===== config.mk =====
export PLATFORM = sky130hd
export DESIGN_NAME = packet_assembler
export DESIGN_NICKNAME = d
export VERILOG_FILES = /design/src/rtl/bpsk_pkg.sv /design/src/rtl/sync_detector.sv /design/src/rtl/packet_assembler.sv
export SDC_FILE = /design/constraint.sdc
export NUM_CORES = 1
export LEC_CHECK = 0
export ABC_AREA = 0
export CAP_MARGIN = 0
export CORE_MARGIN = 4
export CORE_UTILIZATION = 36
export DETAILED_ROUTE_END_ITERATION = 16
export PLACE_DENSITY = 0.67
export SYNTH_ARGS = -nofsm -noshare
export SYNTH_HDL_FRONTEND = slang
export SYNTH_HIERARCHICAL = 1
export SYNTH_SLANG_ARGS = --single-unit

===== constraint.sdc =====
create_clock -name clk -period 2.8 [get_ports clk]
set_input_delay 0.7 -clock clk [delete_from_list [all_inputs] [get_ports clk]]
set_output_delay 0.7 -clock clk [all_outputs]
set_load 0.02 [all_outputs]

===== src/rtl/bpsk_pkg.sv =====
// Shared types and helpers for the BPSK/QPSK packet assembler.
package bpsk_pkg;

  // Assembler states: hunting for the sync word, or collecting payload symbols.
  typedef enum logic [0:0] {
    StHunt,
    StCollect
  } state_e;

  // Default sync pattern, right-aligned.
  localparam logic [7:0] SYNC_WORD_DEFAULT = 8'hA5;

  // Width of a counter able to hold 0..packet_size inclusive.
  function automatic int unsigned count_width(input int unsigned packet_size);
    return $clog2(packet_size + 1);
  endfunction

endpackage


===== src/rtl/sync_detector.sv =====
// Sync word hunter: shift register of the most recent symbols plus an equality compare.
module sync_detector
  import bpsk_pkg::*;
#(
  parameter int unsigned         SYMBOL_BITS = 1,
  parameter int unsigned         SYNC_LEN    = 8,
  parameter logic [SYNC_LEN-1:0] SYNC_WORD   = SYNC_LEN'(SYNC_WORD_DEFAULT)
) (
  input  logic                   clk,
  input  logic                   rst,
  input  logic                   clear,
  input  logic                   shift,
  input  logic [SYMBOL_BITS-1:0] sym,
  output logic                   hit
);

  logic [SYNC_LEN-1:0] sreg_q, sreg_d;

  // Newest symbol enters at the LSBs; hit reflects the value this strobe would leave behind.
  always_comb begin
    sreg_d = {sreg_q[SYNC_LEN-SYMBOL_BITS-1:0], sym};
    hit    = shift && !clear && (sreg_d == SYNC_WORD);
  end

  // Shift register state; clear wins over a same-cycle strobe.
  always_ff @(posedge clk or posedge rst) begin
    if (rst) begin
      sreg_q <= '0;
    end else if (clear) begin
      sreg_q <= '0;
    end else if (shift) begin
      sreg_q <= sreg_d;
    end
  end

endmodule


===== src/rtl/packet_assembler.sv =====
// Assembles demodulated symbols into fixed-size packets behind a valid/ready output register.
module packet_assembler
  import bpsk_pkg::*;
#(
  parameter int unsigned         PACKET_SIZE = 32,
  parameter int unsigned         SYMBOL_BITS = 1,
  parameter bit                  MSB_FIRST   = 1'b1,
  parameter bit                  SYNC_EN     = 1'b1,
  parameter int unsigned         SYNC_LEN    = 8,
  parameter logic [SYNC_LEN-1:0] SYNC_WORD   = SYNC_LEN'(SYNC_WORD_DEFAULT)
) (
  input  logic                                 clk,
  input  logic                                 rst,
  input  logic                                 clear,
  input  logic                                 bit_valid,
  input  logic [SYMBOL_BITS-1:0]               bit_data,
  output logic [PACKET_SIZE-1:0]               pkt_data,
  output logic                                 pkt_valid,
  input  logic                                 pkt_ready,
  output logic                                 locked,
  output logic                                 overflow,
  output logic [count_width(PACKET_SIZE)-1:0] bit_count
);

  localparam int unsigned CountW     = count_width(PACKET_SIZE);
  localparam state_e      ResetState = SYNC_EN ? StHunt : StCollect;
  localparam logic [PACKET_SIZE-1:0] SymMask =
      {{(PACKET_SIZE - SYMBOL_BITS){1'b0}}, {SYMBOL_BITS{1'b1}}};

  state_e                 state_q, state_d;
  logic [CountW-1:0]      count_q, count_d;
  logic [PACKET_SIZE-1:0] asm_q, asm_d;
  logic [PACKET_SIZE-1:0] out_q, out_d;
  logic                   valid_q, valid_d;
  logic                   ovf_q, ovf_d;

  logic        strobe, hunt_stb, collect_stb, complete, out_free, sync_hit;
  int unsigned base;

  // clear discards any strobe in the same cycle.
  assign strobe      = bit_valid && !clear;
  assign hunt_stb    = bit_valid && (state_q == StHunt);
  assign collect_stb = strobe && (state_q == StCollect);
  assign complete    = collect_stb && (count_q == CountW'(PACKET_SIZE - SYMBOL_BITS));
  // Output slot is free if empty or being drained this very cycle (no bubble at full rate).
  assign out_free    = !valid_q || pkt_ready;

  if (SYNC_EN) begin : g_sync
    sync_detector #(
      .SYMBOL_BITS (SYMBOL_BITS),
      .SYNC_LEN    (SYNC_LEN),
      .SYNC_WORD   (SYNC_WORD)
    ) u_sync (
      .clk   (clk),
      .rst   (rst),
      .clear (clear),
      .shift (hunt_stb),
      .sym   (bit_data),
      .hit   (sync_hit)
    );
  end else begin : g_nosync
    assign sync_hit = 1'b0;
  end

  // Place the incoming symbol at offset bit_count from the chosen end of the packet.
  always_comb begin
    asm_d = asm_q;
    if (MSB_FIRST) begin
      base = PACKET_SIZE - SYMBOL_BITS - 32'(count_q);
    end else begin
      base = 32'(count_q);
    end
    if (collect_stb) begin
      asm_d = (asm_q & ~(SymMask << base)) | (PACKET_SIZE'(bit_data) << base);
    end
  end

  // Next-state: FSM, symbol counter, output register handshake and sticky overflow.
  always_comb begin
    state_d = state_q;
    count_d = count_q;
    out_d   = out_q;
    valid_d = valid_q;
    ovf_d   = ovf_q;

    if (valid_q && pkt_ready) begin
      valid_d = 1'b0;
    end
    if (complete) begin
      if (out_free) begin
        out_d   = asm_d;
        valid_d = 1'b1;
      end else begin
        ovf_d = 1'b1;
      end
    end

    if (clear) begin
      state_d = ResetState;
      count_d = '0;
      ovf_d   = 1'b0;
    end else if (state_q == StHunt) begin
      if (sync_hit) begin
        state_d = StCollect;
      end
    end else if (collect_stb) begin
      if (complete) begin
        count_d = '0;
        state_d = ResetState;
      end else begin
        count_d = count_q + CountW'(SYMBOL_BITS);
      end
    end
  end

  // State registers.
  always_ff @(posedge clk or posedge rst) begin
    if (rst) begin
      state_q <= ResetState;
      count_q <= '0;
      asm_q   <= '0;
      out_q   <= '0;
      valid_q <= 1'b0;
      ovf_q   <= 1'b0;
    end else begin
      state_q <= state_d;
      count_q <= count_d;
      asm_q   <= asm_d;
      out_q   <= out_d;
      valid_q <= valid_d;
      ovf_q   <= ovf_d;
    end
  end

  assign pkt_data  = out_q;
  assign pkt_valid = valid_q;
  assign locked    = (state_q == StCollect);
  assign overflow  = ovf_q;
  assign bit_count = count_q;

endmodule


==> summary.txt <==
Run status = finished clean
CTS Hold Bufs = 0
Met2 WL = 3.355 mm
Largest net degree at the start of global routing = 74
Vias in the first global route = 2439
Mapped cell area = 0.003548 sq mm
TritonCTS clock tree = done
Relative slew slack = 60.71%
Layout Nets = 350
Setup Crit Path Kind = in2reg
Clk_lat worst skew = 0.36 ns
Max-Cap Viols = 0
Pleak = 0.001948 uW
Final setup violation count = 0
Slew of the pin with the lowest slew margin = 0.5894 ns
Clock skew = 0.01175 ns
Top FF cell, synth = dfrtp_1
Area of the multi-input gates = 0.001359 sq mm
Clk root buf = clkbuf_8
Via/cell ratio = 5.010
WL/cell = 15.25 microns
Reg2reg setup slack = 0.58 ns
TritonCTS Sinks = 80
WP buf/inv = 1
Hold Path Class = reg2reg
R2r endpoint = pkt_data[12]
Fillers = 861
CP max stage delay = 0.69 ns
Slowest CP cell = or3_1
Seq/Total Area, Yosys = 56.42%
Synthesized flop and latch total = 80
1st-iter DRT viols = 141
Core box area = 0.009415 sq mm
Post-synth EDFFs = 0
Num CTS Buffers = 9
DIE HEIGHT = 107.3 microns
Final hold violations = 0
Worst setup EP type = register
Setup Buffers After CTS = 0
Syn nets = 307
Hold endpoint = asm_q[3]
Syn_area_per_cell = 11.83 sq um
RSZ-0062 raised after global routing = no
Async SR Flop Fraction = 100.0%
First-pass iteration count of the detailed router = 4
Synth cell types = 41
Initial Utilization = 37.69%
Final hold slack = 0.4901 ns
Diode count = 0
Delay-heaviest family, CP = simple AND/OR/NAND/NOR gates
Tot GR Track Use = 13.99%
Top layer in use = met4
# rows = 35
I/O Buffers = 46
Dpl ws = -0.004521 ns
DRC = 0
WL final = 7.275 mm
H-tree depth = 3
CTS clk-pin slew, worst paths = 0.08 ns
Min Tclk post-route = 2.473 ns
Worst Slack Setup Final = 0.3270 ns
CP most frequent cell = or3_1
WP depth = 4
Hold_sp = asm_q[3]
Worst reg2reg path depth = 5
ANT nets after route = 0
Yosys warnings = 6
CP Data Required Time = 3.06 ns
Crit-path max FO = 17
Post-Syn Instances = 300
Crit start category = input pin
Antenna violations before repair = 0
Hold path cells = 2
WL met3 = 317 microns
Seq. cell area = 0.002002 sq mm
Crit path DAT = 2.73 ns
Share of layout cells above drive strength 1 = 18.39%
Overall power after layout = 2016 uW
Post_cts resized = 0
HPWL Detailed = 5.038 mm
Die width = 107.3 microns
Slew Viols, Final = 0
Area growth syn-to-layout = 22.18%
RR Startpoint = bit_count[0]
CTS max path bufs = 2
Wl on met1 = 3.507 mm
Total gr overflow = 0
First-pass GRT wire length = 12.69 mm
Fin crit share = 88.32%
Worst vdd ir = 249.8 uV
GP Congestion = 0.8144
Pwr per Cell Area = 465.1 mW/mm^2
Die area = 0.01151 sq mm
CP Cell Sequence = clkdlybuf4s50_1 > or3_1 > or3_1 > o21ai_0
F_max = 404.4 MHz
Vias = 2390
IO Count = 47
through the flow:
stage | setup TNS [ns] | instance area [sq um] | utilization (%) | instances
final | 0 | 4335 | 46.05 | 477
after global routing | 0 | 4335 | 46.05 | 477
after CTS | 0 | 4335 | 46.05 | 477
after detailed placement | -0.004521 | 4146 | 44.04 | 461
after global placement | 0 | 4146 | 44.04 | 461
after floorplan | 0 | 3548 | - | 300
final cells by class:
type,count,share of cell area (%)
multi-input cells,179,31.34
well taps,129,3.723
clock inverters,6,1.183
clock buffers,10,3.175
repair buffers,56,12.93
flip-flops and latches,80,46.18
inverters,17,1.472
metal layers:
metal,up-vias,global-route usage (%)
li1,1175,-
met5,-,0
met1,1156,19.85
met4,0,5.388
met2,49,20.69
met3,10,3.299
synthesized netlist by cell type, types with 2 or more instances:
library cell | instances | area [sq um]
a21oi_1 | 4 | 20.02
a31oi_1 | 8 | 50.05
and2_1 | 2 | 12.51
and3_1 | 2 | 12.51
and3b_1 | 2 | 17.52
buf_2 | 8 | 40.04
buf_4 | 2 | 15.01
buf_6 | 3 | 33.78
clkbuf_1 | 10 | 37.54
dfrtp_1 | 80 | 2002
inv_1 | 17 | 63.81
mux2_2 | 31 | 349.1
mux2i_1 | 19 | 190.2
nand2_1 | 11 | 41.29
nand2b_1 | 2 | 12.51
nand3_1 | 10 | 50.05
nand3b_1 | 4 | 30.03
nand4_1 | 5 | 31.28
nor2_1 | 10 | 37.54
nor2b_1 | 2 | 12.51
nor3_1 | 10 | 50.05
o2111ai_1 | 2 | 17.52
o21ai_0 | 15 | 75.07
o31ai_1 | 16 | 120.1
or3_1 | 5 | 31.28
or3b_4 | 2 | 22.52
or4b_1 | 4 | 40.04
flip-flops by register name, indices dropped and copies added (netlist names):
register              count
pkt_valid                 1
locked                    1
bit_count                 6
asm_q                    32
g_sync.u_sync/sreg_q      7
overflow                  1
pkt_data                 32
layout by cell type, fill, tap and decap left out, types with 2 or more instances in the layout:
master / instances
or3b_4: 2
nor3_1: 10
nor2_1: 10
o31ai_1: 16
dfrtp_1: 80
and3b_1: 2
o21ai_0: 15
clkdlybuf4s50_1: 46
mux2_2: 31
inv_6: 2
and2_1: 2
mux2i_1: 19
nand2b_1: 2
inv_1: 16
and3_1: 2
buf_4: 8
nand3_1: 10
nand3b_1: 4
nor2b_1: 2
a21oi_1: 4
nand2_1: 11
o2111ai_1: 2
buf_12: 2
or4b_1: 4
or3_1: 5
a31oi_1: 8
clkbuf_8: 10
clkinv_4: 3
nand4_1: 5
worst max path at each step:
stage          startpoint         to  slack [ns]
2_1_floorplan         rst   asm_q[0]        0.25
3_3_place_gp        clear  asm_q[19]        0.08
3_5_place_dp        clear  asm_q[26]      -0.005
4_1_cts             clear  asm_q[17]        0.35
5_1_grt             clear  asm_q[17]        0.25
6_report            clear  asm_q[17]        0.33
worst min-delay path, stage by stage, from the launching register on:
cell and delay, ns:
dfrtp_1 0.33, o31ai_1 0.07, nand2_1 0.06
where the power goes:
part / switching, uW / total (uW) / internal [uW] / leakage, uW
combinational: 42.6 / 61.8 / 19.2 / 0.000800
clock: 441 / 797 / 357 / 0.0000935
sequential: 1.25 / 1160 / 1160 / 0.00105
cells by family (layout without fill, tap and decap cells):
| kind of cell | Yosys count | count (layout) | synth area share (%) |
|---|---|---|---|
| mux | 51 | 51 | 15.51 |
| xor+xnor | 1 | 1 | 0.2469 |
| fa+ha+maj | 1 | 1 | 0.3526 |
| compound gates | 47 | 47 | 8.428 |
| flops | 80 | 80 | 56.42 |
| simple gates | 79 | 79 | 13.58 |
| buf+inv | 41 | 89 | 5.465 |
No activity file was read; power rests on OpenSTA's default activity.
==> RTL change 1 (same flow settings) <==
`SYNC_LEN` is set to 8 in 2 places; all go to 16.
--- a/src/rtl/sync_detector.sv
+++ b/src/rtl/sync_detector.sv
@@ -3,7 +3,7 @@
   import bpsk_pkg::*;
 #(
   parameter int unsigned         SYMBOL_BITS = 1,
-  parameter int unsigned         SYNC_LEN    = 8,
+  parameter int unsigned         SYNC_LEN    = 16,
   parameter logic [SYNC_LEN-1:0] SYNC_WORD   = SYNC_LEN'(SYNC_WORD_DEFAULT)
 ) (
   input  logic                   clk,
--- a/src/rtl/packet_assembler.sv
+++ b/src/rtl/packet_assembler.sv
@@ -6,7 +6,7 @@
   parameter int unsigned         SYMBOL_BITS = 1,
   parameter bit                  MSB_FIRST   = 1'b1,
   parameter bit                  SYNC_EN     = 1'b1,
-  parameter int unsigned         SYNC_LEN    = 8,
+  parameter int unsigned         SYNC_LEN    = 16,
   parameter logic [SYNC_LEN-1:0] SYNC_WORD   = SYNC_LEN'(SYNC_WORD_DEFAULT)
 ) (
   input  logic                                 clk,
Function: changed (a bounded check fails within 10 cycles, from zero or initial values and one cycle with rst high).
==> RTL change 1 against the unedited design <==
- synthesized cell count grew 10%
- synthesized area up 10%
- global-route usage is 0.17 points lower
- setup slack improved by 0.024 ns
- die area rose by 9.5%
- register-to-register slack worse by 0.09 ns
- cell area grew 8.1%
- sequential cell count grew 8
- sequential share of layout area increased by 0.82 points
- critical path depth down 3
- wire length is 12% higher
- first-iteration DRC count up 40%
- total power rose by 10%
- critical endpoint is now bit_count[3]
==> RTL change 1: results (changes against the unedited design) <==
[route]
route.met2.wl_um = 3708  ; was 3355 µm
wl_met1_um = 3729  ; was 3507 µm
drc = 0  ; unchanged
vias = 2617  ; was 2390
drt-initial-drc-count = 197  ; was 141
via_per_inst = 5.111  ; was 5.010
routedWlPerCell_um = 15.93  ; was 15.25 µm
met3WireLength_um = 536  ; was 317 µm

[placed_design]
dp_cells = 496  ; was 461
post-dp-hpwl_um = 5586  ; was 5038 µm
place.gp.congestion = 0.7939  ; was 0.8144
io_buffers = 46  ; unchanged

[power]
ir_worst_vdd_uv = 309.8  ; was 249.8 µV
p_leak_nw = 2.130  ; was 1.948 nW
power_mw = 2.223  ; was 2.016 mW
power_frac_clock = 0.395  ; was 0.396
internal_power_mw = 1.710  ; was 1.532 mW

[run_status]
outcome = completed  ; unchanged

[timing]
clock_skew_ns = 0.01663  ; was 0.01175 ns

[setup_path]
rr_endpoint = pkt_data[5]  ; was pkt_data[12]
reg2reg_depth = 5  ; unchanged
critPathSlowestCell = clkdlybuf4s50_1  ; was or3_1
cp_slowest_stage_delay_ns = 0.75  ; was 0.69 ns
r2r_slack_ns = 0.49  ; was 0.58 ns
crit_start = bit_count[3]  ; was clear
cp.arrival_ns = 1.75  ; was 2.73 ns
cp-endpoint = bit_count[3]  ; was asm_q[17]
path_delay_family = buffers and inverters  ; was simple AND/OR/NAND/NOR gates
crit_fanout = 18  ; was 17

[global_routing]
grt.total_usage = 0.1382  ; was 0.1399
met3_usage = 0.04420  ; was 0.03299
first_global_vias = 2664  ; was 2439
grt_first_pass_wirelength_um = 13880  ; was 12690 µm
met2_usage = 0.2094  ; was 0.2069
use_met1 = 0.1811  ; was 0.1985

[min_path]
hold_class = reg -> reg  ; unchanged

[yosys]
synth_common_cells = dfrtp_1, mux2_2, mux2i_1  ; unchanged
synthArstFlopShare = 1.000  ; unchanged
syn_inst = 330  ; was 300
ys_types = 43  ; was 41
ys_seq_area_frac = 0.5625  ; was 0.5642
syn_nets = 337  ; was 307
ys_top_cells_by_area = dfrtp_1, mux2_2, mux2i_1, o31ai_1, nor2_1  ; was dfrtp_1, mux2_2, mux2i_1, o31ai_1, o21ai_0

[layout]
antennaDiodeCount = 0  ; unchanged
nets = 378  ; was 350
drive_gt1_frac = 0.1702  ; was 0.1839
fill_cells = 988  ; was 861

[clocking]
htreeDepth = 3  ; unchanged

## RTL change 1: cell type report
type / instances / area share
Clock buffer: 10 / 0.02724
Clock inverter: 6 / 0.01442
Inverter: 17 / 0.01362
Multi-Input combinational cell: 199 / 0.3188
Sequential cell: 88 / 0.4700
Tap cell: 136 / 0.03632
Timing Repair Buffer: 56 / 0.1196
## RTL change 1: cells by family after synthesis
logic type / Yosys count / synth area share
AOI/OAI and AO/OA: 47 / 0.07639
xor gates and xnor gates: 1 / 0.002238
adders and majority gates: 1 / 0.003195
buffers and inverters: 43 / 0.05752
DFF: 88 / 0.5625
muxes: 59 / 0.1611
and+or+nand+nor: 91 / 0.1371
## RTL change 1: metrics by stage
step                hold WS (ns)  worst slack (ns)  utilization  instance area (µm²)
detailed placement        0.4752           0.04509       0.4292                 4491
CTS                       0.4968            0.3363       0.4479                 4686
finish                    0.4934            0.3511       0.4479                 4686
global route              0.5229            0.2523       0.4479                 4686
floorplan                 0.4510            0.2467            -                 3915
global placement          0.4657            0.1122       0.4292                 4491
==> RTL change 2 (config.mk and constraints unchanged) <==
Without the edit above. Put one more register stage on the output `bit_count`, without a reset. The value now appears one clock later. The other outputs are not delayed to match.
--- a/src/rtl/packet_assembler.sv
+++ b/src/rtl/packet_assembler.sv
@@ -136,7 +136,9 @@
   assign pkt_valid = valid_q;
   assign locked    = (state_q == StCollect);
   assign overflow  = ovf_q;
-  assign bit_count = count_q;
+  always_ff @(posedge clk) begin
+    bit_count <= count_q;
+  end
 
 endmodule
 
Function: changed (a bounded check fails within 10 cycles, from zero or initial values and one cycle with rst high).
==> RTL change 2 against the unedited design <==
- synthesized area increased by 4.3%
- setup slack gained 0.24 ns
- cell area rose by 4.2%
- wire length rose by 6.9%
- largest cell class unchanged
- total power is 13% higher
- synthesized cell count did not move
- cell count rose by 0.42%
- sequential cell count is 6 higher
==> RTL change 2: results (changes against the unedited design) <==
[run_status]
outcome = completed  ; unchanged

[yosys]
synthXorXnorAreaFrac = 0.002366  ; was 0.002468
ys_types = 45  ; was 41
synth_common_cells = dfrtp_1, mux2_2, clkbuf_1  ; was dfrtp_1, mux2_2, mux2i_1
synth_fa_ha_area_frac = 0.003381  ; was 0.003526
ys.flop_type = dfrtp_1  ; unchanged
syn_nets = 307  ; unchanged
synth_edf_count = 0  ; unchanged
muxShareOfSynthArea = 0.1758  ; was 0.1551
ys_seq_area_frac = 0.5734  ; was 0.5642
syn_inst = 300  ; unchanged
ys_top_cells_by_area = dfrtp_1, mux2_2, dfxtp_1, mux2i_1, nor4_1  ; was dfrtp_1, mux2_2, mux2i_1, o31ai_1, o21ai_0
synth_compound_area_frac = 0.05916  ; was 0.08427
yosys_warnings = 6  ; unchanged
synthArstFlopShare = 0.9302  ; was 1.000

[setup_path]
path_delay_family = buffers and inverters  ; was simple AND/OR/NAND/NOR gates
cp_slowest_stage_delay_ns = 0.50  ; was 0.69 ns
crit_fanout = 18  ; was 17
critPathSlowestCell = clkdlybuf4s50_1  ; was or3_1
reg2reg_depth = 5  ; unchanged

[route]
vias = 2509  ; was 2390
routedWlPerCell_um = 16.23  ; was 15.25 µm
drt-initial-drc-count = 112  ; was 141
via_per_inst = 5.238  ; was 5.010
dr.pass1.iters = 5  ; was 4

[layout]
nets = 348  ; was 350
antennaDiodeCount = 0  ; unchanged
drive_gt1_frac = 0.2283  ; was 0.1839

[min_path]
hold_class = reg -> reg  ; unchanged
hold_depth = 1  ; was 2

[clocking]
cts_hold_buf = 0  ; unchanged
cts_buffers = 9  ; unchanged
htreeDepth = 3  ; unchanged
cts_resized = 0  ; unchanged
clk_latency_ns = 0.36  ; about the same
cts.clk_slew.worst_paths_ns = 0.09
cts-root-buf = clkbuf_8  ; unchanged
postCtsSetupRepairBufs = 0  ; unchanged
clockBufferDepth = 2  ; unchanged

[global_routing]
first_global_vias = 2628  ; was 2439
antenna_found_initial = 0  ; unchanged
grt_max_degree = 34  ; was 74
grt_first_pass_wirelength_um = 13310  ; was 12690 µm
grt.total_usage = 0.1441  ; was 0.1399

[placed_design]
postPlaceCellArea_um2 = 4295  ; was 4146 µm²
post-dp-hpwl_um = 5345  ; was 5038 µm
place.gp.congestion = 0.8005  ; was 0.8144
io_buffers = 46  ; unchanged
dp_cells = 463  ; was 461

[power]
p_leak_nw = 2.014  ; was 1.948 nW
ir_worst_vdd_uv = 203.1  ; was 249.8 µV

[timing]
slew_headroom = 0.5956  ; was 0.6071
clock_skew_ns = 0.01273  ; was 0.01175 ns

RTL change 2: routing by layer:
metal	track usage	wire (µm)	up-vias
met4	0.06679	155	0
li1	-	-	1187
met3	0.03230	344	12
met5	0	0	-
met2	0.2241	3707	54
met1	0.1917	3569	1256
RTL change 2: power breakdown:
part	switching, mW	internal (mW)
Sequential	0.00122	1.24
Clock	0.461	0.509
Combinational	0.0410	0.0210
RTL change 2: cells by family after synthesis:
kind of cell,after synthesis
and+or+nand+nor,86
xor gates and xnor gates,1
muxes,59
DFF,86
AOI/OAI and AO/OA,34
buffers and inverters,33
adders and majority gates,1
RTL change 2: layout make-up:
class | instances | area (µm²)
fillers | 937 | 5393
flip-flops and latches | 86 | 2122
multi-input cells | 181 | 1416
repair buffers | 57 | 568.0
well taps | 133 | 166.4
clock buffers | 10 | 127.6
clock inverters | 6 | 93.84
inverters | 6 | 22.52
RTL change 2: path summary, 6_finish.rpt:
check / from / to / slack [ns]
max: bit_valid / pkt_data[11] / 0.57
min: pkt_data[29] / pkt_data[29] / 0.49
max reg2reg: count_q[0] / pkt_data[11] / 0.61
min reg2reg: pkt_data[29] / pkt_data[29] / 0.49
max in group asynchronous: rst / pkt_data[4] / 1.34
min in group asynchronous: rst / g_sync.u_sync/sreg_q[2] / 0.60
RTL change 2: through the flow:
| step | power (mW) | util | hold WS (ns) | worst slack [ns] |
|---|---|---|---|---|
| finish | 2.274 | 0.4558 | 0.4944 | 0.5676 |
| global route | 2.365 | 0.4558 | 0.5289 | 0.4796 |
| CTS | 2.300 | 0.4558 | 0.4985 | 0.5543 |
| detailed placement | 1.332 | 0.4335 | 0.4769 | 0.1779 |
| global placement | 1.330 | 0.4335 | 0.4752 | 0.1731 |
| floorplan | 1.302 | - | 0.3454 | 0.2467 |
RTL change 2: worst register-to-register path, stage by stage, from the launching register on:
cell	delay, ns
dfrtp_1	0.74
ha_1	0.33
nand2_1	0.11
nor4_4	0.20
buf_4	0.32
mux2_2	0.38
